**src/rtl/varredura_matriz_if.sv**
```systemverilog
// varredura_matriz_if: row-write handshake and commit request between the pattern loader and the scan controller
// master (loader): drives carga_valida, carga_linha, carga_dados, troca; reads carga_pronta
// slave (controller): reads the request fields; drives carga_pronta
interface varredura_matriz_if #(parameter int COLS = 5);
  logic carga_valida, carga_pronta, troca;
  logic [2:0] carga_linha;
  logic [COLS-1:0] carga_dados;
  modport master (output carga_valida, carga_linha, carga_dados, troca, input carga_pronta);
  modport slave (input carga_valida, carga_linha, carga_dados, troca, output carga_pronta);
endinterface

```
**src/rtl/varredura_matriz.sv**
```systemverilog
// varredura_matriz: 7-row LED matrix scan controller with shadow/active column buffers committed at frame boundaries
// clock, reset (async, active-high); habilita: 1 = scan, 0 = idle (code 000 selects the 7-segment path)
// carga: write handshake (slave) into the shadow buffer plus troca commit request
// CH2..CH0: row code; valido: 1 = rows blanked; colunas: active bits of current row; fim_quadro: frame-boundary pulse
// MATRIZ_BRILHO_EN: adds brilho[2:0], shortening the lit part of each row slot
module varredura_matriz #(parameter int DWELL = 1000, parameter int COLS = 5) (
  input logic clock,
  input logic reset,
  input logic habilita,
`ifdef MATRIZ_BRILHO_EN
  input logic [2:0] brilho,
`endif
  varredura_matriz_if.slave carga,
  output logic CH2,
  output logic CH1,
  output logic CH0,
  output logic valido,
  output logic [COLS-1:0] colunas,
  output logic fim_quadro
);
  localparam int CW = $clog2(DWELL + 1);
  typedef enum logic [1:0] {OCIOSO, APAGA, ACENDE} estado_t;
  estado_t estado;
  logic [2:0] linha, linha_nx;
  logic [CW-1:0] cnt, lim, lim_nx;
  logic [COLS-1:0] sombra [1:7], ativo [1:7], sombra_nx [1:7];
  logic grava, fim_linha, quadro, copia;
  assign grava = carga.carga_valida && carga.carga_pronta;
  assign fim_linha = estado == ACENDE && cnt == CW'(DWELL - 1);
  assign quadro = fim_linha && linha == 3'd7;
  assign linha_nx = (estado == OCIOSO || linha == 3'd7) ? 3'd1 : linha + 3'd1;
  // a pending commit waits for the frame boundary; when idle there is no frame to protect
  assign copia = (estado == OCIOSO && (carga.troca || !carga.carga_pronta)) || (quadro && habilita && !carga.carga_pronta);
`ifdef MATRIZ_BRILHO_EN
  assign lim_nx = CW'(1 + ((int'(brilho) + 1) * (DWELL - 1)) / 8);
`else
  assign lim_nx = CW'(DWELL);
`endif
  // shadow as it will be after this edge, so a same-cycle write lands in the committed copy
  always_comb begin
    for (int i = 1; i <= 7; i++) sombra_nx[i] = (grava && carga.carga_linha == 3'(i)) ? carga.carga_dados : sombra[i];
  end
  always_ff @(posedge clock or posedge reset) begin
    if (reset) begin
      estado <= OCIOSO;
      linha <= '0;
      cnt <= '0;
      lim <= '0;
      {CH2, CH1, CH0} <= 3'd0;
      valido <= 1'b1;
      colunas <= '0;
      fim_quadro <= 1'b0;
      carga.carga_pronta <= 1'b1;
      for (int i = 1; i <= 7; i++) begin
        sombra[i] <= '0;
        ativo[i] <= '0;
      end
    end else begin
      sombra <= sombra_nx;
      if (copia) ativo <= sombra_nx;
      carga.carga_pronta <= copia || (carga.carga_pronta && !carga.troca);
      fim_quadro <= habilita && quadro;
      if (!habilita) begin
        estado <= OCIOSO;
        linha <= '0;
        cnt <= '0;
        {CH2, CH1, CH0} <= 3'd0;
        valido <= 1'b1;
        colunas <= '0;
      end else if (estado == OCIOSO || fim_linha) begin
        estado <= APAGA;
        linha <= linha_nx;
        cnt <= '0;
        {CH2, CH1, CH0} <= linha_nx;
        valido <= 1'b1;
        colunas <= copia ? sombra_nx[linha_nx] : ativo[linha_nx];
      end else begin
        if (estado == APAGA) lim <= lim_nx;
        estado <= ACENDE;
        cnt <= cnt + CW'(1);
        // brightness limit is latched during APAGA so it cannot change mid-slot
        valido <= (cnt + CW'(1)) >= (estado == APAGA ? lim_nx : lim);
      end
    end
  end
endmodule
```
**src/flat_wrapper.sv**
```systemverilog
// flat-port wrapper written by rule: the top's interface ports become plain ports
module varredura_matriz_flat 
#(parameter int DWELL = 1000, parameter int COLS = 5)
  (clock, reset, habilita, CH2, CH1, CH0, valido, colunas, fim_quadro, carga_carga_valida, carga_carga_linha, carga_carga_dados, carga_troca, carga_carga_pronta);
  varredura_matriz_if #(.COLS(COLS)) carga_i ();
  input logic clock;
  input logic reset;
  input logic habilita;
  output logic CH2;
  output logic CH1;
  output logic CH0;
  output logic valido;
  output logic [COLS-1:0] colunas;
  output logic fim_quadro;
  input wire logic [$bits(carga_i.carga_valida)-1:0] carga_carga_valida;
  input wire logic [$bits(carga_i.carga_linha)-1:0] carga_carga_linha;
  input wire logic [$bits(carga_i.carga_dados)-1:0] carga_carga_dados;
  input wire logic [$bits(carga_i.troca)-1:0] carga_troca;
  output wire logic [$bits(carga_i.carga_pronta)-1:0] carga_carga_pronta;
  assign carga_i.carga_valida = carga_carga_valida;
  assign carga_i.carga_linha = carga_carga_linha;
  assign carga_i.carga_dados = carga_carga_dados;
  assign carga_i.troca = carga_troca;
  assign carga_carga_pronta = carga_i.carga_pronta;
  varredura_matriz #(.DWELL(DWELL), .COLS(COLS)) u_core (.clock(clock), .reset(reset), .habilita(habilita), .carga(carga_i), .CH2(CH2), .CH1(CH1), .CH0(CH0), .valido(valido), .colunas(colunas), .fim_quadro(fim_quadro));
endmodule
```
**config.mk**
```make
export PLATFORM = sky130hd
export DESIGN_NAME = varredura_matriz_flat
export DESIGN_NICKNAME = d
export VERILOG_FILES = /design/src/rtl/varredura_matriz_if.sv /design/src/rtl/varredura_matriz.sv /design/src/flat_wrapper.sv
export SDC_FILE = /design/constraint.sdc
export NUM_CORES = 1
export LEC_CHECK = 0
export CORE_ASPECT_RATIO = 1.1
export CORE_MARGIN = 3
export CORE_UTILIZATION = 47
export DETAILED_ROUTE_END_ITERATION = 16
export PLACE_DENSITY = 0.66
export SLEW_MARGIN = 30
export SYNTH_ARGS = -nofsm -noshare
export SYNTH_HDL_FRONTEND = slang
export SYNTH_SLANG_ARGS = --single-unit
```
**constraint.sdc**
```tcl
create_clock -name clock -period 4.49 [get_ports clock]
set_input_delay 1.1225 -clock clock [delete_from_list [all_inputs] [get_ports clock]]
set_output_delay 1.1225 -clock clock [all_outputs]
set_load 0.02 [all_outputs]
```
# == Word level (Yosys, flattened, before mapping) ==
# Cells that the tools add are included.
# totals
elab_cells,98
reg_bits,106
out_inout_bits,11
inputBits,13
# op_classes
mux,32
addsub,2
bitwise,2
n_lt_le_gt_ge,2
eq_ne,12
reduce_logical,23
# op_table
operator,n
$mux W5,14
$bmux W5 S3,2
$mux W10,3
$eq A3 B3 Y1 const B,5
$logic_and A1 B1 Y1,14
$add A10 B1 Y10 const B,1
$eq A10 B10 Y1 const B,1
$ge A10 B10 Y1,1
$mux W3,3
$mux W1,8
$eq A3 B2 Y1 const B,2
$logic_or A1 B1 Y1,5
$ge A4 B4 Y1 const B,1
$mux W2,2
$not A3 Y4,1
$add A3 B1 Y3 const B,1
$eq A3 B1 Y1 const B,1
$eq A2 B1 Y1 const B,1
$eq A2 B2 Y1 const B,1
$logic_not A1 Y1,2
$logic_not A2 Y1,1
$ne A2 B1 Y1 const B,1
$reduce_and A2 Y1,1
$not A1 Y1,1

# == Longest topological paths before layout ==
# logic_depth
word_depth,10
depth_mapped,8
depth_no_buf,8

# == Least setup slack after synthesis ==
# OpenSTA, ideal clock, no wires.
# synth_path
path_kind,input port to flip-flop
from,input port carga_carga_linha[2]
to,register u_core.colunas[2]
setup_ns,0.122
n_path_buf,0
path_slack_ns,1.967
required_time_ns,4.368
t_arrival_ns,2.402
stages,5
path_cell_list,nand3b_1 -> nor3b_4 -> mux2_2 -> a21o_1 -> a32o_1
# synth_rtl
item,line,rtl
"start, declared",flat_wrapper.sv:16,input wire logic [$bits(carga_i.carga_linha)-1:0] carga_carga_linha;
"end signal, assigned",varredura_matriz.sv:76,colunas <= copia ? sombra_nx[linha_nx] : ativo[linha_nx];
"end, declared",varredura_matriz.sv:18,"output logic [COLS-1:0] colunas,"

# == Final worst setup path ==
# layout_path
from,register u_core.carga.carga_pronta
to,output port carga_carga_pronta
# layout_rtl
item,line,rtl
"start, declared",varredura_matriz_if.sv:9,"modport slave (input carga_valida, carga_linha, carga_dados, troca, output carga_pronta);"
"start signal, assigned",varredura_matriz.sv:61,carga.carga_pronta <= copia || (carga.carga_pronta && !carga.troca);
"end, declared",flat_wrapper.sv:19,output wire logic [$bits(carga_i.carga_pronta)-1:0] carga_carga_pronta;
# No word-level cell between the ends.

==> impl_metrics.yaml <==
clocking:
  clkSlewWorstSetupHoldPaths_ns: 0.11
  cts.htree.levels: 3
  clk_latency_ns: 0.37
  clk_path_buf_depth: 2
  postCtsSetupBuffers: 0
  clkSinkCount: 103
  cts_tree: "done"
  clockRootBuffer: "clkbuf_8"
  cts_buffers: 9
  post_cts_resized: 0
  hold_buffers: 0
placement:
  dp.cells: 526
  place_area_um2: 4980
  gp_congestion: 0.7773
  hpwl_um: 6602
  portBuffers: 23
floorplan:
  core_area_um2: 9490
  top_level_ports: 24
  num_rows: 37
  initial_core_util: 0.4904
  die_area_um2: 11130
  chipWidth_um: 100.9
  die_h_um: 110.4
power_and_ir_drop:
  total_power_mw: 2.441
  p_leak_nw: 2.311
  powerDensity_nw_per_um2: 468.9
  ir_drop_v: 0.0002279
layout:
  nets: 446
  drive_gt1_frac: 0.1741
  area_delta_synth_final_pct: 11.85
  final_cell_count_no_fill: 542
  antenna_cells: 0
  postLayoutCellArea_um2: 5206
synthesis:
  syn_area_um2: 4654
  synth.top_cell.area_share: 0.5430
  ys_ff_latch: 103
  syn_avg_cell_area_um2: 11.67
  yosysSeqAreaShare: 0.5543
  syn_inst: 399
  synth_edf_count: 0
  synthFlopType: "dfrtp_1"
  ys_async_sr_fraction: 1.000
  ys_types: 53
  synth_area_leaders: "dfrtp_1 54%, mux2_2 9.7%, nor2_1 6.9%, ha_1 3.5%, and2_1 2.0%"
  synth_common_cells: "101 x dfrtp_1, 86 x nor2_1, 40 x mux2_2"
  yosysTopAreaCell: "dfrtp_1"
  syn-num-nets: 425
  yosys_warnings: 0
  yosysMostFrequentCell: "dfrtp_1"
routing:
  drt_pass1_iterations: 4
  drc_errors: 0
  drtAntennaViolNets: 0
  avgViaCountPerCell: 5.531
  dr.first_iter.drc_count: 186
  num_vias: 2998
  wl_um: 9499
  routedWlPerCell_um: 17.53
setup_path:
  worstPathMaxFanout: 7
  ff2ff_path_depth: 6
  startpoint: "u_core.carga.carga_pronta"
  r2r_end: "u_core.colunas[1]"
  crit_path_end: "carga_carga_pronta"
  worst-path-buf-inv: 1
  required_ns: 3.37
  crit-reg2reg-launch: "u_core.CH0"
  reg2reg_setup_slack_ns: 2.07
  start_kind: "register"
  crit_path_end_kind: "primary output"
  max_stage_delay_ns: 0.68
  critPathKind: "reg2out"
  worst_ep_arrival_time_ns: 1.70
  cp_slowest_cell: "dfstp_2"
  path_depth: 1
  path_cells: "clkdlybuf4s50_1"
  path_delay_family: "flip-flops"
status:
  outcome: "finished, final reports clean"
grt:
  grt_pass1_vias: 3184
  gr-usage-all-layers: 0.1899
  gr-total-overflow: 0
  grt_pass1_wl_um: 16340
  antenna_found_initial: 0
  grt_start_max_net_pins: 88
worst_hold_path:
  min_path_type: "reg2reg"
sta:
  holdWs_ns: 0.4733
  tightest_slew_ns: 0.7820
  relSlewSlack: 0.4786
  setup_viol: 0
  max_freq_ghz: 0.3543
  finalCritPeriodShare: 0.6286
  hold_violations: 0
  rsz0062_at_grt: "no"
  slew_viol_final: 0
  tns_ns: 0
  finalClockSkew_ns: 0.01774
  min_period_ns: 2.822
flow_run:
  cap_violations: 0
==> stage by stage <==
step                      setup WS [ns]  utilization
final                             1.668       0.5486
after global routing              1.595       0.5486
after CTS                         1.644       0.5486
after detailed placement          1.362       0.5247
after global placement            1.391       0.5245
after floorplan                  0.6670            -
==> how the worst min path moves through the flow <==
stage / endpoint / cells past startpoint / startpoint
after floorplan: u_core.lim[3] / 1 / u_core.lim[3]
after global placement: u_core.lim[3] / 1 / u_core.lim[3]
after detailed placement: u_core.lim[6] / 1 / u_core.lim[6]
after CTS: u_core.lim[6] / 1 / u_core.lim[6]
after global routing: u_core.lim[2] / 1 / u_core.lim[2]
final: u_core.lim[6] / 1 / u_core.lim[6]
==> kinds of logic after synthesis <==
family	after synthesis	share of synthesized area
AO/OA/AOI/OAI	46	0.08414
buffers and inverters	20	0.02258
multiplexers	48	0.1226
adder cells (fa/ha/maj)	13	0.03495
flip-flops	103	0.5543
XOR/XNOR	8	0.01505
AND/OR/NAND/NOR	161	0.1664
==> sequential cells by signal, summed over array words and instances, names as in the netlist <==
name	count
u_core.fim_quadro	1
u_core.cnt	10
u_core.colunas	5
u_core.sombra	35
u_core.lim	10
u_core.CH0	1
u_core.estado	2
u_core.CH1	1
u_core.ativo	35
u_core.carga.carga_pronta	1
u_core.valido	1
u_core.linha	1
==> layout make-up <==
type / instances / area (µm²)
repair buffers: 26 / 252.7
clock inverters: 7 / 102.6
flip-flops and latches: 103 / 2580
inverters: 4 / 20.02
multi-input cells: 276 / 1981
clock buffers: 9 / 123.9
fillers: 845 / 4284
well taps: 117 / 146.4
==> where the power goes <==
part	internal, mW	switching (mW)
logic	0.274	0.296
clock network	0.277	0.351
registers	1.14	0.0994
total	1.69	0.747
==> cells in the final DEF (no fill, tap or decap), types with 2 or more instances in the layout <==
master,n
o21a_1,4
clkinv_4,2
inv_8,2
and2_1,15
dfstp_2,2
xnor2_1,3
nand4_1,2
nand2_1,17
nor2_1,86
a22o_1,2
buf_4,3
nor3_1,2
a221o_1,2
clkbuf_8,9
inv_1,2
o211ai_1,5
and3_1,3
mux2i_1,3
ha_1,13
a211oi_1,3
mux4_2,3
dfrtp_1,101
clkinv_8,2
mux2_1,2
o31ai_1,2
mux2_2,40
xor2_1,5
nand3_1,11
a21oi_1,3
a32o_1,6
clkdlybuf4s50_1,23
a22oi_1,2
a21o_1,4
o21ai_0,2
nand2b_1,13
nor2b_1,5
==> worst register-to-register path, cell delays in order, from the launching register on <==
cell and delay [ns]:
dfrtp_1 0.38, buf_4 0.22, ha_1 0.70, mux4_2 0.43, a22oi_1 0.19, nand3_1 0.12, a32o_1 0.28
==> routing by layer <==
layer | share of wire | vias to the layer above | GRT usage
met5 | 0 | - | 0
met4 | 0.0078 | 0 | 0.04716
met2 | 0.49 | 29 | 0.3128
met3 | 0.029 | 6 | 0.03398
met1 | 0.47 | 1536 | 0.2617
li1 | - | 1427 | -
(Power assumes the default switching activity.)
